--- src/rtl/mem_arb_pkg.sv ---
// Shared types and constants for the two-port memory arbiter.
// Build option MEM_ARB_ROUND_ROBIN_EN selects round-robin tie breaking.
package mem_arb_pkg;

  localparam int DEF_DATA_W = 32;
  localparam int DEF_ADDR_W = 32;

  typedef logic port_t;
  localparam port_t PORT_D = 1'b0;  // data cache
  localparam port_t PORT_I = 1'b1;  // instruction cache

  typedef enum logic [1:0] {
    IDLE = 2'd0,
    MEM  = 2'd1,
    RESP = 2'd2
  } state_t;

endpackage

--- src/rtl/mem_port_arbiter_if.sv ---
// Bundle of the two cache-side ports and the shared main-memory port.
// slave = arbiter view, master = requesters plus memory view.
interface mem_port_arbiter_if
  import mem_arb_pkg::*;
#(
  parameter int DATA_W = DEF_DATA_W,
  parameter int ADDR_W = DEF_ADDR_W
);

  logic              req0, req1;
  logic              we0, we1;
  logic [ADDR_W-1:0] addr0, addr1;
  logic [DATA_W-1:0] wd0, wd1;
  logic [DATA_W-1:0] rd0, rd1;
  logic              done0, done1;
  logic              gnt0, gnt1;

  logic              mem_req;
  logic              mem_we;
  logic [ADDR_W-1:0] mem_addr;
  logic [DATA_W-1:0] mem_wd;
  logic [DATA_W-1:0] mem_rd;
  logic              mem_ready;

  modport slave (
    input  req0, req1, we0, we1, addr0, addr1, wd0, wd1, mem_rd, mem_ready,
    output rd0, rd1, done0, done1, gnt0, gnt1, mem_req, mem_we, mem_addr, mem_wd
  );

  modport master (
    output req0, req1, we0, we1, addr0, addr1, wd0, wd1, mem_rd, mem_ready,
    input  rd0, rd1, done0, done1, gnt0, gnt1, mem_req, mem_we, mem_addr, mem_wd
  );

endinterface

--- src/rtl/arb_grant_select.sv ---
// Combinational winner pick between the two ports.
// MEM_ARB_ROUND_ROBIN_EN: ties go to the port not served last; otherwise port 0 wins.
module arb_grant_select
  import mem_arb_pkg::*;
(
  input  logic  req0,
  input  logic  req1,
  input  port_t last,
  output port_t winner
);

`ifdef MEM_ARB_ROUND_ROBIN_EN
  always_comb begin
    if (req0 && req1) winner = (last == PORT_D) ? PORT_I : PORT_D;
    else if (req1)    winner = PORT_I;
    else              winner = PORT_D;
  end
`else
  logic unused_last;
  assign unused_last = last;

  always_comb begin
    if (!req0 && req1) winner = PORT_I;
    else               winner = PORT_D;
  end
`endif

endmodule

--- src/rtl/mem_port_arbiter.sv ---
// Arbitrates a data-cache and an instruction-cache port onto one memory port.
// Define MEM_ARB_ROUND_ROBIN_EN for round-robin ties; default is fixed port-0 priority.
module mem_port_arbiter
  import mem_arb_pkg::*;
#(
  parameter int DATA_W = DEF_DATA_W,
  parameter int ADDR_W = DEF_ADDR_W
) (
  input logic             clk,
  input logic             reset,
  mem_port_arbiter_if.slave bus
);

  state_t            state;
  logic              mem_req_q, mem_we_q;
  logic [ADDR_W-1:0] mem_addr_q;
  logic [DATA_W-1:0] mem_wd_q;
  logic [DATA_W-1:0] rd0_q, rd1_q;
  logic              done0_q, done1_q;
  logic              gnt0_q, gnt1_q;

  port_t winner;
  port_t last_port;

`ifdef MEM_ARB_ROUND_ROBIN_EN
  port_t last_q;
  assign last_port = last_q;
`else
  assign last_port = PORT_I;
`endif

  arb_grant_select u_grant_select (
    .req0   (bus.req0),
    .req1   (bus.req1),
    .last   (last_port),
    .winner (winner)
  );

  // NOTE: every register here uses <= so all state updates see pre-edge values;
  // rd0/rd1 are reset too so a port never observes an undefined read value.
  always_ff @(posedge clk) begin
    if (!reset) begin
      state      <= IDLE;
      mem_req_q  <= 1'b0;
      mem_we_q   <= 1'b0;
      mem_addr_q <= '0;
      mem_wd_q   <= '0;
      rd0_q      <= '0;
      rd1_q      <= '0;
      done0_q    <= 1'b0;
      done1_q    <= 1'b0;
      gnt0_q     <= 1'b0;
      gnt1_q     <= 1'b0;
`ifdef MEM_ARB_ROUND_ROBIN_EN
      last_q     <= PORT_I;
`endif
    end else begin
      case (state)
        IDLE: begin
          if (bus.req0 || bus.req1) begin
            gnt0_q     <= (winner == PORT_D);
            gnt1_q     <= (winner == PORT_I);
            mem_req_q  <= 1'b1;
            mem_we_q   <= (winner == PORT_I) ? bus.we1   : bus.we0;
            mem_addr_q <= (winner == PORT_I) ? bus.addr1 : bus.addr0;
            mem_wd_q   <= (winner == PORT_I) ? bus.wd1   : bus.wd0;
            state      <= MEM;
`ifdef MEM_ARB_ROUND_ROBIN_EN
            last_q     <= winner;
`endif
          end
        end
        MEM: begin
          // Completion is tracked by the grant, not by reqN, so a dropped request still finishes.
          if (bus.mem_ready) begin
            mem_req_q <= 1'b0;
            if (!mem_we_q) begin
              if (gnt1_q) rd1_q <= bus.mem_rd;
              else        rd0_q <= bus.mem_rd;
            end
            done0_q <= gnt0_q;
            done1_q <= gnt1_q;
            state   <= RESP;
          end
        end
        RESP: begin
          done0_q <= 1'b0;
          done1_q <= 1'b0;
          gnt0_q  <= 1'b0;
          gnt1_q  <= 1'b0;
          state   <= IDLE;
        end
        default: state <= IDLE;
      endcase
    end
  end

  assign bus.mem_req  = mem_req_q;
  assign bus.mem_we   = mem_we_q;
  assign bus.mem_addr = mem_addr_q;
  assign bus.mem_wd   = mem_wd_q;
  assign bus.rd0      = rd0_q;
  assign bus.rd1      = rd1_q;
  assign bus.done0    = done0_q;
  assign bus.done1    = done1_q;
  assign bus.gnt0     = gnt0_q;
  assign bus.gnt1     = gnt1_q;

endmodule
--- src/flat_wrapper.sv ---
// flat-port wrapper written by rule: the top's interface ports become plain ports
module mem_port_arbiter_flat import mem_arb_pkg::*;
#(
  parameter int DATA_W = DEF_DATA_W,
  parameter int ADDR_W = DEF_ADDR_W
)
  (clk, reset, bus_req0, bus_req1, bus_we0, bus_we1, bus_addr0, bus_addr1, bus_wd0, bus_wd1, bus_mem_rd, bus_mem_ready, bus_rd0, bus_rd1, bus_done0, bus_done1, bus_gnt0, bus_gnt1, bus_mem_req, bus_mem_we, bus_mem_addr, bus_mem_wd);
  mem_port_arbiter_if #(.DATA_W(DATA_W), .ADDR_W(ADDR_W)) bus_i ();
  input logic clk;
  input logic reset;
  input wire logic [$bits(bus_i.req0)-1:0] bus_req0;
  input wire logic [$bits(bus_i.req1)-1:0] bus_req1;
  input wire logic [$bits(bus_i.we0)-1:0] bus_we0;
  input wire logic [$bits(bus_i.we1)-1:0] bus_we1;
  input wire logic [$bits(bus_i.addr0)-1:0] bus_addr0;
  input wire logic [$bits(bus_i.addr1)-1:0] bus_addr1;
  input wire logic [$bits(bus_i.wd0)-1:0] bus_wd0;
  input wire logic [$bits(bus_i.wd1)-1:0] bus_wd1;
  input wire logic [$bits(bus_i.mem_rd)-1:0] bus_mem_rd;
  input wire logic [$bits(bus_i.mem_ready)-1:0] bus_mem_ready;
  output wire logic [$bits(bus_i.rd0)-1:0] bus_rd0;
  output wire logic [$bits(bus_i.rd1)-1:0] bus_rd1;
  output wire logic [$bits(bus_i.done0)-1:0] bus_done0;
  output wire logic [$bits(bus_i.done1)-1:0] bus_done1;
  output wire logic [$bits(bus_i.gnt0)-1:0] bus_gnt0;
  output wire logic [$bits(bus_i.gnt1)-1:0] bus_gnt1;
  output wire logic [$bits(bus_i.mem_req)-1:0] bus_mem_req;
  output wire logic [$bits(bus_i.mem_we)-1:0] bus_mem_we;
  output wire logic [$bits(bus_i.mem_addr)-1:0] bus_mem_addr;
  output wire logic [$bits(bus_i.mem_wd)-1:0] bus_mem_wd;
  assign bus_i.req0 = bus_req0;
  assign bus_i.req1 = bus_req1;
  assign bus_i.we0 = bus_we0;
  assign bus_i.we1 = bus_we1;
  assign bus_i.addr0 = bus_addr0;
  assign bus_i.addr1 = bus_addr1;
  assign bus_i.wd0 = bus_wd0;
  assign bus_i.wd1 = bus_wd1;
  assign bus_i.mem_rd = bus_mem_rd;
  assign bus_i.mem_ready = bus_mem_ready;
  assign bus_rd0 = bus_i.rd0;
  assign bus_rd1 = bus_i.rd1;
  assign bus_done0 = bus_i.done0;
  assign bus_done1 = bus_i.done1;
  assign bus_gnt0 = bus_i.gnt0;
  assign bus_gnt1 = bus_i.gnt1;
  assign bus_mem_req = bus_i.mem_req;
  assign bus_mem_we = bus_i.mem_we;
  assign bus_mem_addr = bus_i.mem_addr;
  assign bus_mem_wd = bus_i.mem_wd;
  mem_port_arbiter #(.DATA_W(DATA_W), .ADDR_W(ADDR_W)) u_core (.clk(clk), .reset(reset), .bus(bus_i));
endmodule
--- config.mk ---
export PLATFORM = sky130hd
export DESIGN_NAME = mem_port_arbiter_flat
export DESIGN_NICKNAME = d
export VERILOG_FILES = /design/src/rtl/mem_arb_pkg.sv /design/src/rtl/mem_port_arbiter_if.sv /design/src/rtl/arb_grant_select.sv /design/src/rtl/mem_port_arbiter.sv /design/src/flat_wrapper.sv
export SDC_FILE = /design/constraint.sdc
export NUM_CORES = 1
export LEC_CHECK = 0
export BUFFER_PORTS_ARGS = -buffer_cell sky130_fd_sc_hd__buf_2
export CORE_ASPECT_RATIO = 0.8
export CORE_MARGIN = 5
export CORE_UTILIZATION = 45
export DETAILED_ROUTE_END_ITERATION = 6
export GPL_ROUTABILITY_DRIVEN = 0
export HOLD_SLACK_MARGIN = 0.03
export PLACE_DENSITY = 0.91
export SYNTH_ARGS = -nofsm -noshare
export SYNTH_HDL_FRONTEND = slang
export SYNTH_SLANG_ARGS = --single-unit
--- constraint.sdc ---
create_clock -name clk -period 2 [get_ports clk]
set_input_delay 0.2 -clock clk [delete_from_list [all_inputs] [get_ports clk]]
set_output_delay 0.2 -clock clk [all_outputs]
set_load 0.1 [all_outputs]
# Word-level counts from Yosys, hierarchy flattened
# Index checks and enable logic that the tools add are counted.
[totals]
reg_bits = 136
inputBits = 167
out_inout_bits = 134
word_cells = 50
[classes]
eq_ne = 4
mux = 18
bitwise = 3
n_reduce_logical = 14
[ops]
columns = ["op", "n"]
rows = [
  ["2-to-1 mux 32 bit", 2],
  ["case mux 1 bit (2 select lines)", 5],
  ["2-to-1 mux 1 bit", 8],
  ["AND reduction 2 bit", 4],
  ["AND reduction 4 bit", 2],
  ["nonzero test 2 bit", 3],
  ["2-to-1 mux 2 bit", 2],
  ["case mux 2 bit (2 select lines)", 1],
  ["NOT 1 bit", 3],
  ["AND reduction 3 bit", 1],
  ["equality test 2 x 1 -> 1 bit, second input constant", 1],
  ["equality test 2 bit, second input constant", 1],
  ["logical NOT 2 bit", 1],
  ["inequality test 2 x 1 -> 1 bit, second input constant", 1],
  ["inequality test 2 bit, second input constant", 1],
  ["logical AND 1 bit", 1],
  ["logical NOT 1 bit", 1],
  ["logical OR 1 bit", 1],
]

# Depth between registers and ports, before layout
# Gate-level depths: netlist of the first run.
[depth]
ltp_word = 6
ltp_mapped = 6

# Cells and area by module
# From an unflattened synthesis of the first run, not the netlist that was laid out.
[unflattened]
hier_cells = 579
hier_area_um2 = 5677.9
[by_module_without_submodules]
columns = ["mod", "n_inst", "cells_per_inst", "area_per_inst_um2", "seq_area_each_um2"]
rows = [
  ["mem_port_arbiter", 1, 578, 5664.2, 2722.6],
  ["arb_grant_select", 1, 1, 13.8, 0.0],
]

# Worst setup path before layout of the first run
# Ideal clock, no wire load.
[synth_timing]
path_kind = "reg-to-reg"
start = "register u_core.gnt1_q (netlist: u_core.bus.gnt1)"
end = "register u_core.rd1_q[0] (netlist: u_core.bus.rd1[0])"
t_arrival_ns = 1.800
path_slack_ns = 0.078
path_stages_with_launch = 5
n_path_buf = 2
path_cell_list = "dfxtp_1 -> or3b_1 -> buf_6 -> buf_6 -> mux2i_1"
[synth_via]
elab_chain_len = 1
[synth_rtl]
columns = ["element", "line_no", "text"]
rows = [
  ["from (decl)", "mem_port_arbiter.sv:20", "logic gnt0_q, gnt1_q;"],
  ["from (signal assigned)", "mem_port_arbiter.sv:62", "gnt1_q <= (winner == PORT_I);"],
  ["AND reduction 4 bit (no source line)", "--", ""],
  ["to (signal assigned)", "mem_port_arbiter.sv:78", "if (gnt1_q) rd1_q <= bus.mem_rd;"],
  ["to (decl)", "mem_port_arbiter.sv:18", "logic [DATA_W-1:0] rd0_q, rd1_q;"],
]
# No other way between the ends.
# A chain may end at the register's enable or synchronous reset.

# Worst setup path in the final report of the first run
[layout_timing]
start = "register u_core.state[0]"
end = "register u_core.rd1_q[6] (netlist: u_core.bus.rd1[6])"
[layout_via]
elab_chain_len = 2
[layout_rtl]
columns = ["element", "line_no", "text"]
rows = [
  ["from (decl)", "mem_port_arbiter.sv:14", "state_t state;"],
  ["from (signal assigned)", "mem_port_arbiter.sv:43", "state <= IDLE;"],
  ["from (signal assigned)", "mem_port_arbiter.sv:67", "state <= MEM;"],
  ["from (signal assigned)", "mem_port_arbiter.sv:83", "state <= RESP;"],
  ["equality test 2 x 1 -> 1 bit", "mem_port_arbiter.sv:58", "case (state)"],
  ["AND reduction 4 bit (no source line)", "--", ""],
]
# No other way between the ends.

==> metrics.yaml, run 1 <==
setup_path:
  worst_path_max_delay_cell: "dfxtp_1"
  cp_num_buf_inv: 1
  startpoint_type: "flop"
  cp.arrival_ns: 1.99
  r2r-start: "u_core.state[0]"
  path_cells: "nand3b_4 > or3b_2 > buf_12 > mux2i_1"
  worstReg2RegEnd: "u_core.bus.rd1[6]"
  crit_family: "simple AND/OR/NAND/NOR gates"
  critPathKind: "flop to flop"
  crit_fanout: 32
  required_ns: 2.28
  regToRegSetupSlack_ns: 0.29
  end_kind: "flop"
  cpPeakStageDelay_ns: 0.56
  reg2reg_depth: 4
sta:
  slew_headroom_pct: 65.2
  skew_ns: 0.0106
  setup_viol: 0
  hold_viol_final: 0
  final.setup.tns_ns: 0
  post-route-period-util_pct: 85.5
  finalCriticalPeriod_ns: 1.71
  rsz0062_at_grt: "false"
  max_freq_mhz: 585
  worstMarginPinSlew_ns: 0.526
  drv_slew: 0
layout:
  diodes: 0
  regArea_um2: 2720
  multi_input_area_um2: 2590
  final_net_count: 1088
  layout-drive-gt1-share_pct: 37.8
  synthToLayoutAreaGrowth_pct: 39.3
  fillers: 992
floorplan:
  rows: 36
  core_area_um2: 12200
  fp.dieH_um: 110
  die_w_um: 135
  dieArea_um2: 14800
  start_util_pct: 45.9
  io_pins: 301
synthesis:
  async_flop_share_pct: 0
  synth_common_cells: "229 x nand2_1, 136 x dfxtp_1, 68 x a21oi_1"
  syn_inst: 652
  ys_seq_area_share_pct: 48.6
  synth_warnings: 0
  syn_nets: 819
  synth.most_common_cell: "nand2_1"
  synth_top_area_share_pct: 48.6
  synth_flop_cell: "dfxtp_1"
  synth_edf_count: 0
  synth.distinct_cells: 27
  synth_seq_cells: 136
  post-synth-top-area-cell: "dfxtp_1"
  synth_area_leaders: "dfxtp_1 49%, nand2_1 15%, mux2i_1 11%"
  synth.avg_cell_area_um2: 8.60
  syn_area_um2: 5610
clock_network:
  cts_tree: "done"
  htreeDepth: 4
  cts_hold_buf: 0
  cts_root_buf: "clkbuf_16"
  clock_path_buffers: 2
  clock_latency_ns: 0.40
  clk_pin_slew_worst_paths_ns: 0.06
  clock_sinks: 136
  cts_made_buffers: 17
  cts_resized: 0
  postCtsSetupRepairBufs: 0
pwr:
  pwr-share-comb_pct: 28.2
  pwr-share-clk_pct: 36.8
  p_per_area_nw_per_um2: 1100
  leakagePower_nw: 3.89
  p_sw_mw: 3.26
  p_int_mw: 5.36
  sequentialPowerShare_pct: 35.0
  switching_share_pct: 37.8
  ir_drop_mv: 0.729
  power.total_mw: 8.62
global_routing:
  grt_use_total_pct: 22.2
  overflow: 0
  grt_max_degree: 97
  grt_first_pass_wirelength_mm: 26.7
  grt_pass1_vias: 5557
  antenna_found_initial: 0
placed_design:
  place.detailed.hpwl_mm: 12.4
  place.port_buffers: 300
drt:
  wire_per_inst_um: 15.7
  antenna_left: 0
  wl_mm: 17.4
  dr.first_iter.drc_count: 288
  drc: 0
  drt_pass1_iterations: 4
  via_count: 5686
  post_drt_via_cell_ratio: 5.15
run:
  maxCapViolCount: 0
outcome:
  status: "finished, final reports clean"
min_path:
  min_path_cells: 3
  worstHoldStart: "bus_addr0[2]"
  hp-class: "input pin to flop"
  holdPathEnd: "u_core.bus.mem_addr[2]"
## how the worst max path moves through the flow
| stage | start | to | slack, ns | cells after the start |
|---|---|---|---|---|
| final | u_core.state[0] | u_core.bus.rd1[6] | 0.29 | 4 |
| after CTS | u_core.state[0] | u_core.bus.rd1[11] | 0.30 | 4 |
| after global routing | u_core.state[0] | u_core.bus.rd1[20] | 0.20 | 4 |
| after global placement | u_core.state[0] | u_core.bus.rd1[8] | 0.34 | 4 |
| after detailed placement | u_core.state[0] | u_core.bus.rd1[11] | 0.31 | 4 |
| after floorplan | u_core.bus.gnt1 | u_core.bus.rd1[0] | 0.08 | 4 |
## registers in the layout, indices dropped and copies added, names as in the netlist
register and flops:
u_core.bus.mem_wd 32, u_core.bus.rd0 32, u_core.bus.rd1 32, u_core.bus.done1 1, u_core.bus.mem_we 1, u_core.bus.done0 1
u_core.bus.gnt0 1, u_core.bus.mem_addr 32, u_core.bus.mem_req 1, u_core.bus.gnt1 1, u_core.state 2
## cell families (layout without fill, tap and decap cells)
group | Yosys count | count (layout) | share of synthesized area (%)
AO/OA/AOI/OAI | 139 | 139 | 16.9
buffers and inverters | 65 | 347 | 5.65
flip-flops | 136 | 136 | 48.6
multiplexers | 64 | 64 | 11.4
AND/OR/NAND/NOR | 248 | 248 | 17.5
## power groups by stage
stage	clock, mW	combinational (mW)	sequential [mW]
6_report	3.17	2.43	3.02
3_3_place_gp	0	2.41	3.06
4_1_cts	3.23	2.43	3.02
3_5_place_dp	0	2.43	3.07
2_1_floorplan	0	0.545	4.44
5_1_grt	3.35	2.54	3.04
## layout make-up
cell class	instances	area share, %
Clock buffer	18	5.50
Clock inverter	14	2.21
Inverter	2	0.0961
Multi-Input combinational cell	451	33.2
Sequential cell	136	34.9
Tap cell	171	2.74
Timing Repair Buffer	313	21.4
## worst reg2reg max path, cell delays in order (launching register included)
cell and delay [ns]:
dfxtp_1 0.56, nand3b_4 0.15, or3b_2 0.50, buf_12 0.20
mux2i_1 0.18
## layout by cell type (no fill, tap or decap), types with 2 or more instances in the layout
master / count
buf_2: 300
nand2_1: 229
dfxtp_1: 136
a21oi_1: 68
a311oi_1: 65
mux2i_1: 64
clkbuf_16: 17
buf_4: 7
buf_12: 6
nor2_1: 5
nand3_1: 4
clkinv_4: 4
clkinv_2: 3
bufinv_16: 3
a31oi_1: 2
o21ai_0: 2
clkinvlp_4: 2
inv_6: 2
## layer usage
layer,wire length [um],global-route usage [%],vias to the layer above
li1,-,-,2805
met1,6780,25.0,2606
met2,8550,38.9,248
met3,1770,8.69,27
met4,280,7.34,0
met5,0,0,-
## metrics by stage
| step | cells | instance area, um2 | hold slack (ns) | setup slack, ns | util, % |
|---|---|---|---|---|---|
| final | 1105 | 7810 | 0.0548 | 0.289 | 64.0 |
| after detailed placement | 1073 | 7210 | 0.445 | 0.311 | 59.1 |
| after global routing | 1105 | 7810 | 0.0499 | 0.196 | 64.0 |
| after global placement | 1073 | 7210 | 0.440 | 0.344 | 59.1 |
| after floorplan | 652 | 5610 | 0.336 | 0.0783 | - |
| after CTS | 1105 | 7810 | 0.0365 | 0.302 | 64.0 |
Power figures use the tool's default switching activity.
==> run 2: changes to the inputs <==
--- a/config.mk
+++ b/config.mk
@@ -12,6 +12,7 @@
 export DETAILED_ROUTE_END_ITERATION = 6
 export GPL_ROUTABILITY_DRIVEN = 0
 export HOLD_SLACK_MARGIN = 0.03
+export MAX_ROUTING_LAYER = met4
 export PLACE_DENSITY = 0.91
 export SYNTH_ARGS = -nofsm -noshare
 export SYNTH_HDL_FRONTEND = slang
==> constraint.sdc (replaced) <==
create_clock -name clk -period 2 [get_ports clk]
set_input_delay 0.4 -clock clk [delete_from_list [all_inputs] [get_ports clk]]
set_output_delay 0.4 -clock clk [all_outputs]
set_load 0.1 [all_outputs]
==> metrics.yaml, run 2 (same netlist as run 1, synthesis figures left out) <==
outcome:
  status: "finished, final reports clean"  # unchanged
floorplan:
  rows: 36  # unchanged
  dieArea_um2: 14800  # unchanged
  die_w_um: 135  # unchanged
  core_area_um2: 12200  # unchanged
  io_pins: 301  # unchanged
  start_util_pct: 45.9  # unchanged
  fp.dieH_um: 110  # unchanged
sta:
  drv_slew: 0  # unchanged
  rsz0062_at_grt: "false"  # unchanged
  slew_headroom_pct: 65.6  # was 65.2%
  finalCriticalPeriod_ns: 1.72  # was 1.71 ns
  post-route-period-util_pct: 86.0  # was 85.5%
  skew_ns: 0.00859  # was 0.0106 ns
  max_freq_mhz: 581  # was 585 MHz
  setup_viol: 0  # unchanged
  worstMarginPinSlew_ns: 0.519  # was 0.526 ns
  setup_slack_ns: 0.280  # was 0.289 ns
  final.setup.tns_ns: 0  # unchanged
  hold_viol_final: 0  # unchanged
placed_design:
  place_ws_ns: 0.262  # was 0.311 ns
  place.port_buffers: 300  # unchanged
  placed_area_um2: 7220  # was 7210 um2
  place.detailed.hpwl_mm: 12.7  # was 12.4 mm
layout:
  final_cell_mix: "300 x buf_2, 229 x nand2_1, 136 x dfxtp_1, 68 x a21oi_1, 65 x a311oi_1"  # unchanged
  synthToLayoutAreaGrowth_pct: 39.5  # was 39.3%
  design_area_um2: 7820  # was 7810 um2
  utilization_pct: 64.1  # was 64.0%
  final_net_count: 1090  # was 1088
  fillers: 1002  # was 992
  layout-drive-gt1-share_pct: 38.0  # was 37.8%
  final_common_cell: "buf_2"  # unchanged
  multi_input_area_um2: 2590  # unchanged
  regArea_um2: 2720  # unchanged
pwr:
  sequentialPowerShare_pct: 35.4  # was 35.0%
  p_int_mw: 5.20  # was 5.36 mW
  p_per_area_nw_per_um2: 1090  # was 1100 nW/um2
  pwr-share-comb_pct: 28.5  # was 28.2%
  leakagePower_nw: 3.90  # was 3.89 nW
  ir_drop_mv: 0.704  # was 0.729 mV
  power.total_mw: 8.53  # was 8.62 mW
  switching_share_pct: 39.0  # was 37.8%
  pwr-share-clk_pct: 36.1  # was 36.8%
  p_sw_mw: 3.33  # was 3.26 mW
setup_path:
  crit_fanout: 32  # unchanged
  cp.arrival_ns: 2.00  # was 1.99 ns
  regToRegSetupSlack_ns: 0.28  # was 0.29 ns
  crit_family: "simple AND/OR/NAND/NOR gates"  # unchanged
  cpPeakStageDelay_ns: 0.58  # was 0.56 ns
  worst_path_max_delay_cell: "dfxtp_1"  # unchanged
  cp_num_buf_inv: 1  # unchanged
  r2r-start: "u_core.state[0]"  # unchanged
  worstReg2RegEnd: "u_core.bus.rd1[8]"  # was u_core.bus.rd1[6]
  critPathKind: "flop to flop"  # unchanged
  startpoint_type: "flop"  # unchanged
  required_ns: 2.28  # about the same
  end_kind: "flop"  # unchanged
  reg2reg_depth: 4  # unchanged
  path_cells: "nand3b_4 > or3b_2 > buf_12 > mux2i_1"  # unchanged
clock_network:
  cts_hold_buf: 0  # unchanged
  clk_pin_slew_worst_paths_ns: 0.06  # about the same
  clock_sinks: 136  # unchanged
  cts_made_buffers: 17  # unchanged
  cts_resized: 0  # unchanged
  postCtsSetupRepairBufs: 0  # unchanged
  cts_tree: "done"  # unchanged
  clock_path_buffers: 2  # unchanged
  cts_root_buf: "clkbuf_16"  # unchanged
  clock_latency_ns: 0.40  # about the same
  htreeDepth: 4  # unchanged
drt:
  wire_per_inst_um: 15.8  # was 15.7 um
  antenna_left: 0  # unchanged
  drc: 0  # unchanged
  drt_pass1_iterations: 6  # was 4
  via_count: 5776  # was 5686
  wl_mm: 17.6  # was 17.4 mm
  dr.first_iter.drc_count: 350  # was 288
  post_drt_via_cell_ratio: 5.21  # was 5.15
global_routing:
  grt_pass1_vias: 5580  # was 5557
  antenna_found_initial: 1  # was 0
  use_met1_pct: 27.4  # was 25.0%
  grt_max_degree: 71  # was 97
  grt_use_met2_pct: 39.8  # was 38.9%
  grt-busiest-layer: "met2"  # unchanged
  gr-usage-met3_pct: 6.50  # was 8.69%
  overflow: 0  # unchanged
  grt_first_pass_wirelength_mm: 27.1  # was 26.7 mm
  grt_use_total_pct: 23.3  # was 22.2%
min_path:
  hp-class: "input pin to flop"  # unchanged
  holdPathEnd: "u_core.bus.mem_addr[14]"  # was u_core.bus.mem_addr[2]
  min_path_cells: 3  # unchanged
  worstHoldStart: "bus_addr0[14]"  # was bus_addr0[2]
run:
  maxCapViolCount: 0  # unchanged
run 2: cell types whose count changed in the layout (fill, tap and decap cells not counted), moves of 2 or more:
cell | previous run | this run
clkinv_2 | 3 | 0
inv_8 | 0 | 3
bufinv_16 | 3 | 1
inv_6 | 2 | 4
buf_4 | 7 | 9
run 2: worst max path at each step:
| stage | start | endpoint | slack [ns] | cells past startpoint |
|---|---|---|---|---|
| floorplan | u_core.bus.gnt1 | u_core.bus.rd1[0] | 0.08 | 4 |
| global placement | bus_req1 | u_core.bus.mem_addr[16] | 0.34 | 5 |
| detailed placement | bus_req1 | u_core.bus.mem_addr[12] | 0.26 | 5 |
| CTS | u_core.bus.gnt1 | bus_gnt1 | 0.26 | 1 |
| global route | u_core.state[0] | u_core.bus.rd1[8] | 0.20 | 4 |
| finish | u_core.state[0] | u_core.bus.rd1[8] | 0.28 | 4 |
run 2: power groups by stage:
stage	clock (mW)	combinational (mW)	sequential (mW)
2_1_floorplan	0	0.545	4.44
3_3_place_gp	0	2.41	3.07
5_1_grt	3.27	2.55	3.04
4_1_cts	3.15	2.43	3.02
6_report	3.08	2.43	3.02
3_5_place_dp	0	2.43	3.07
run 2: routing by layer:
metal  share of wire (%)  vias to the layer above
met5                   0                        -
met4                 1.0                        0
met3                 9.0                       14
met2                  50                      263
met1                  39                     2691
li1                    -                     2808
run 2: area by class of cell:
type	instances	area share, %
inverter	2	0.0960
timing repair buffer	315	21.6
clock buffer	18	5.61
multi-input combinational	451	33.1
clock inverter	14	2.02
sequential	136	34.8
antenna	1	0.0320
tap	171	2.74
run 2: stage by stage:
step / instances / hold slack, ns
finish: 1108 / 0.258
global route: 1108 / 0.247
CTS: 1107 / 0.240
detailed placement: 1075 / 0.446
global placement: 1075 / 0.439
floorplan: 652 / 0.536
run 2: worst reg2reg max path: cells and delay by family (launching register included):
kind | cells | cell delay (ns)
buffers and inverters | 1 | 0.21
flip-flops | 1 | 0.58
multiplexers | 1 | 0.16
AND/OR/NAND/NOR | 2 | 0.65
==> run 3: changes to the inputs <==
--- a/config.mk
+++ b/config.mk
@@ -5,10 +5,11 @@
 export SDC_FILE = /design/constraint.sdc
 export NUM_CORES = 1
 export LEC_CHECK = 0
+export ABC_AREA = 1
 export BUFFER_PORTS_ARGS = -buffer_cell sky130_fd_sc_hd__buf_2
 export CORE_ASPECT_RATIO = 0.8
 export CORE_MARGIN = 5
-export CORE_UTILIZATION = 45
+export CORE_UTILIZATION = 47
 export DETAILED_ROUTE_END_ITERATION = 6
 export GPL_ROUTABILITY_DRIVEN = 0
 export HOLD_SLACK_MARGIN = 0.03
==> metrics.yaml, run 3 <==
outcome:
  status: "finished, final reports clean"  # unchanged
synthesis:
  synth_seq_cells: 136  # unchanged
  async_flop_share_pct: 0  # unchanged
  synth_top_area_share_pct: 41.5  # was 48.6%
  synth.most_common_cell: "nand2_1"  # unchanged
  ys_seq_area_share_pct: 41.5  # was 48.6%
  synth_common_cells: "402 x nand2_1, 326 x nor2_1, 167 x inv_1"  # was 229 x nand2_1, 136 x dfxtp_1, 68 x a21oi_1
  synth_edf_count: 0  # unchanged
  synth_area_leaders: "dfxtp_1 42%, nand2_1 23%, nor2_1 19%"  # was dfxtp_1 49%, nand2_1 15%, mux2i_1 11%
  synth_flop_cell: "dfxtp_1"  # unchanged
  syn_nets: 1268  # was 819
  syn_inst: 1101  # was 652
  synth.avg_cell_area_um2: 5.95  # was 8.60 um2
  post-synth-top-area-cell: "dfxtp_1"  # unchanged
  synth_warnings: 0  # unchanged
  syn_area_um2: 6560  # was 5610 um2
  synth.distinct_cells: 17  # was 27
floorplan:
  io_pins: 301  # unchanged
  rows: 38  # was 36
  dieArea_um2: 16400  # was 14800 um2
  die_w_um: 142  # was 135 um
  fp.dieH_um: 116  # was 110 um
  start_util_pct: 48.2  # was 45.9%
  core_area_um2: 13600  # was 12200 um2
global_routing:
  overflow: 0  # unchanged
  grt_max_degree: 66  # was 71
  grt_use_total_pct: 21.8  # was 23.3%
  grt_first_pass_wirelength_mm: 28.4  # was 27.1 mm
  grt_pass1_vias: 6275  # was 5580
  antenna_found_initial: 1  # unchanged
drt:
  wl_mm: 18.2  # was 17.6 mm
  antenna_left: 0  # unchanged
  drt_pass1_iterations: 6  # unchanged
  top_layer: "met4"  # unchanged
  met2WireLength_mm: 9.09  # was 8.86 mm
  drc: 0  # unchanged
  via_count: 6963  # was 5776
  post_drt_via_cell_ratio: 4.42  # was 5.21
  wire_per_inst_um: 11.6  # was 15.8 um
  wl_met3_mm: 1.55  # was 1.59 mm
  dr.first_iter.drc_count: 379  # was 350
  wl_met1_mm: 7.26  # was 6.93 mm
sta:
  hold_viol_final: 0  # unchanged
  rsz0062_at_grt: "false"  # unchanged
  setup_viol: 0  # unchanged
  worstMarginPinSlew_ns: 0.547  # was 0.519 ns
  drv_slew: 0  # unchanged
  finalCriticalPeriod_ns: 1.67  # was 1.72 ns
  max_freq_mhz: 600  # was 581 MHz
  final.setup.tns_ns: 0  # unchanged
  skew_ns: 0.00631  # was 0.00859 ns
  slew_headroom_pct: 63.8  # was 65.6%
  post-route-period-util_pct: 83.4  # was 86.0%
layout:
  final_net_count: 1549  # was 1090
  final_cell_mix: "400 x nand2_1, 325 x nor2_1, 299 x buf_2, 167 x inv_1, 136 x dfxtp_1"  # was 300 x buf_2, 229 x nand2_1, 136 x dfxtp_1, 68 x a21oi_1, 65 x a311oi_1
  synthToLayoutAreaGrowth_pct: 33.6  # was 39.5%
  utilization_pct: 64.4  # was 64.1%
  final_common_cell: "nand2_1"  # was buf_2
  layout-drive-gt1-share_pct: 25.6  # was 38.0%
placed_design:
  place.port_buffers: 300  # unchanged
  place.detailed.hpwl_mm: 13.8  # was 12.7 mm
setup_path:
  startpoint_type: "flop"  # unchanged
  path_cells: "buf_2"  # was nand3b_4 > or3b_2 > buf_12 > mux2i_1
  cp.arrival_ns: 1.27  # was 2.00 ns
  cpPeakStageDelay_ns: 0.46  # was 0.58 ns
  end_kind: "output port"  # was flop
  cp_num_buf_inv: 1  # unchanged
  required_ns: 1.60  # was 2.28 ns
  critPathLaunch: "u_core.bus.gnt1"  # was u_core.state[0]
  r2r-start: "u_core.state[0]"  # unchanged
  worst_path_max_delay_cell: "buf_2"  # was dfxtp_1
  crit_fanout: 5  # was 32
  crit_family: "buffers and inverters"  # was simple AND/OR/NAND/NOR gates
  critPathKind: "flop to output port"  # was flop to flop
pwr:
  pwr-share-comb_pct: 32.2  # was 28.5%
  p_per_area_nw_per_um2: 1010  # was 1090 nW/um2
  switching_share_pct: 41.6  # was 39.0%
  sequentialPowerShare_pct: 34.3  # was 35.4%
  p_int_mw: 5.18  # was 5.20 mW
  pwr-share-clk_pct: 33.5  # was 36.1%
  p_sw_mw: 3.69  # was 3.33 mW
  ir_drop_mv: 0.648  # was 0.704 mV
  leakagePower_nw: 5.29  # was 3.90 nW
clock_network:
  cts_made_buffers: 17  # unchanged
  htreeDepth: 4  # unchanged
  clock_path_buffers: 2  # unchanged
  clock_latency_ns: 0.40  # about the same
  cts_hold_buf: 0  # unchanged
  cts_resized: 0  # unchanged
  clk_pin_slew_worst_paths_ns: 0.06  # about the same
  clock_sinks: 136  # unchanged
  postCtsSetupRepairBufs: 0  # unchanged
  cts_root_buf: "clkbuf_16"  # unchanged
  cts_tree: "done"  # unchanged
run:
  maxCapViolCount: 0  # unchanged
min_path:
  hp-class: "input pin to flop"  # unchanged
  worstHoldStart: "bus_req0"  # was bus_addr0[14]
## run 3: layout make-up
type,instances,area (um2)
timing repair buffer,317,1740
sequential,136,2720
inverter,168,631
fill,1205,4840
multi-input combinational,742,2870
tap,180,225
antenna,1,2.50
clock inverter,14,128
clock buffer,18,439
## run 3: power groups by stage
stage	clock [mW]	sequential [mW]	combinational (mW)
after detailed placement	0	3.10	2.86
final	2.97	3.04	2.85
after global routing	3.16	3.07	3.05
after floorplan	0	4.61	0.787
after global placement	0	3.09	2.82
after CTS	3.03	3.04	2.87
## run 3: per-layer routing
| metal | GRT usage (%) | up-vias |
|---|---|---|
| met5 | - | - |
| met4 | 5.82 | 0 |
| met1 | 24.5 | 3020 |
| li1 | - | 3682 |
| met3 | 6.72 | 33 |
| met2 | 37.9 | 228 |
## run 3: cell families after synthesis
logic type             share of synthesized area, %
AND/OR/NAND/NOR                                43.0
AO/OA/AOI/OAI                                 0.458
buffers and inverters                          15.0
flip-flops                                     41.5
## run 3: tightest hold or removal path: cells and delay by family
family          cells  cell delay [ns]
simple gates        1             0.06
buf+inv             1             0.11
compound gates      1             0.06
## run 3: path summary, 6_finish.rpt
kind	depth (start not counted)	end	slack, ns
min reg2reg	2	u_core.bus.done0	0.46
max reg2reg	6	u_core.bus.rd1[11]	0.55
max	1	bus_gnt1	0.33
min	3	u_core.bus.gnt0	0.28
## run 3: through the flow
step | worst slack [ns] | hold WS [ns] | area (um2) | std cells | power, mW
final | 0.333 | 0.277 | 8760 | 1576 | 8.87
after global routing | 0.289 | 0.259 | 8760 | 1576 | 9.28
after CTS | 0.319 | 0.256 | 8760 | 1575 | 8.94
after detailed placement | 0.383 | 0.457 | 8190 | 1543 | 5.96
after global placement | 0.472 | 0.457 | 8190 | 1543 | 5.91
after floorplan | 0.0919 | 0.532 | 6560 | 1101 | 5.39
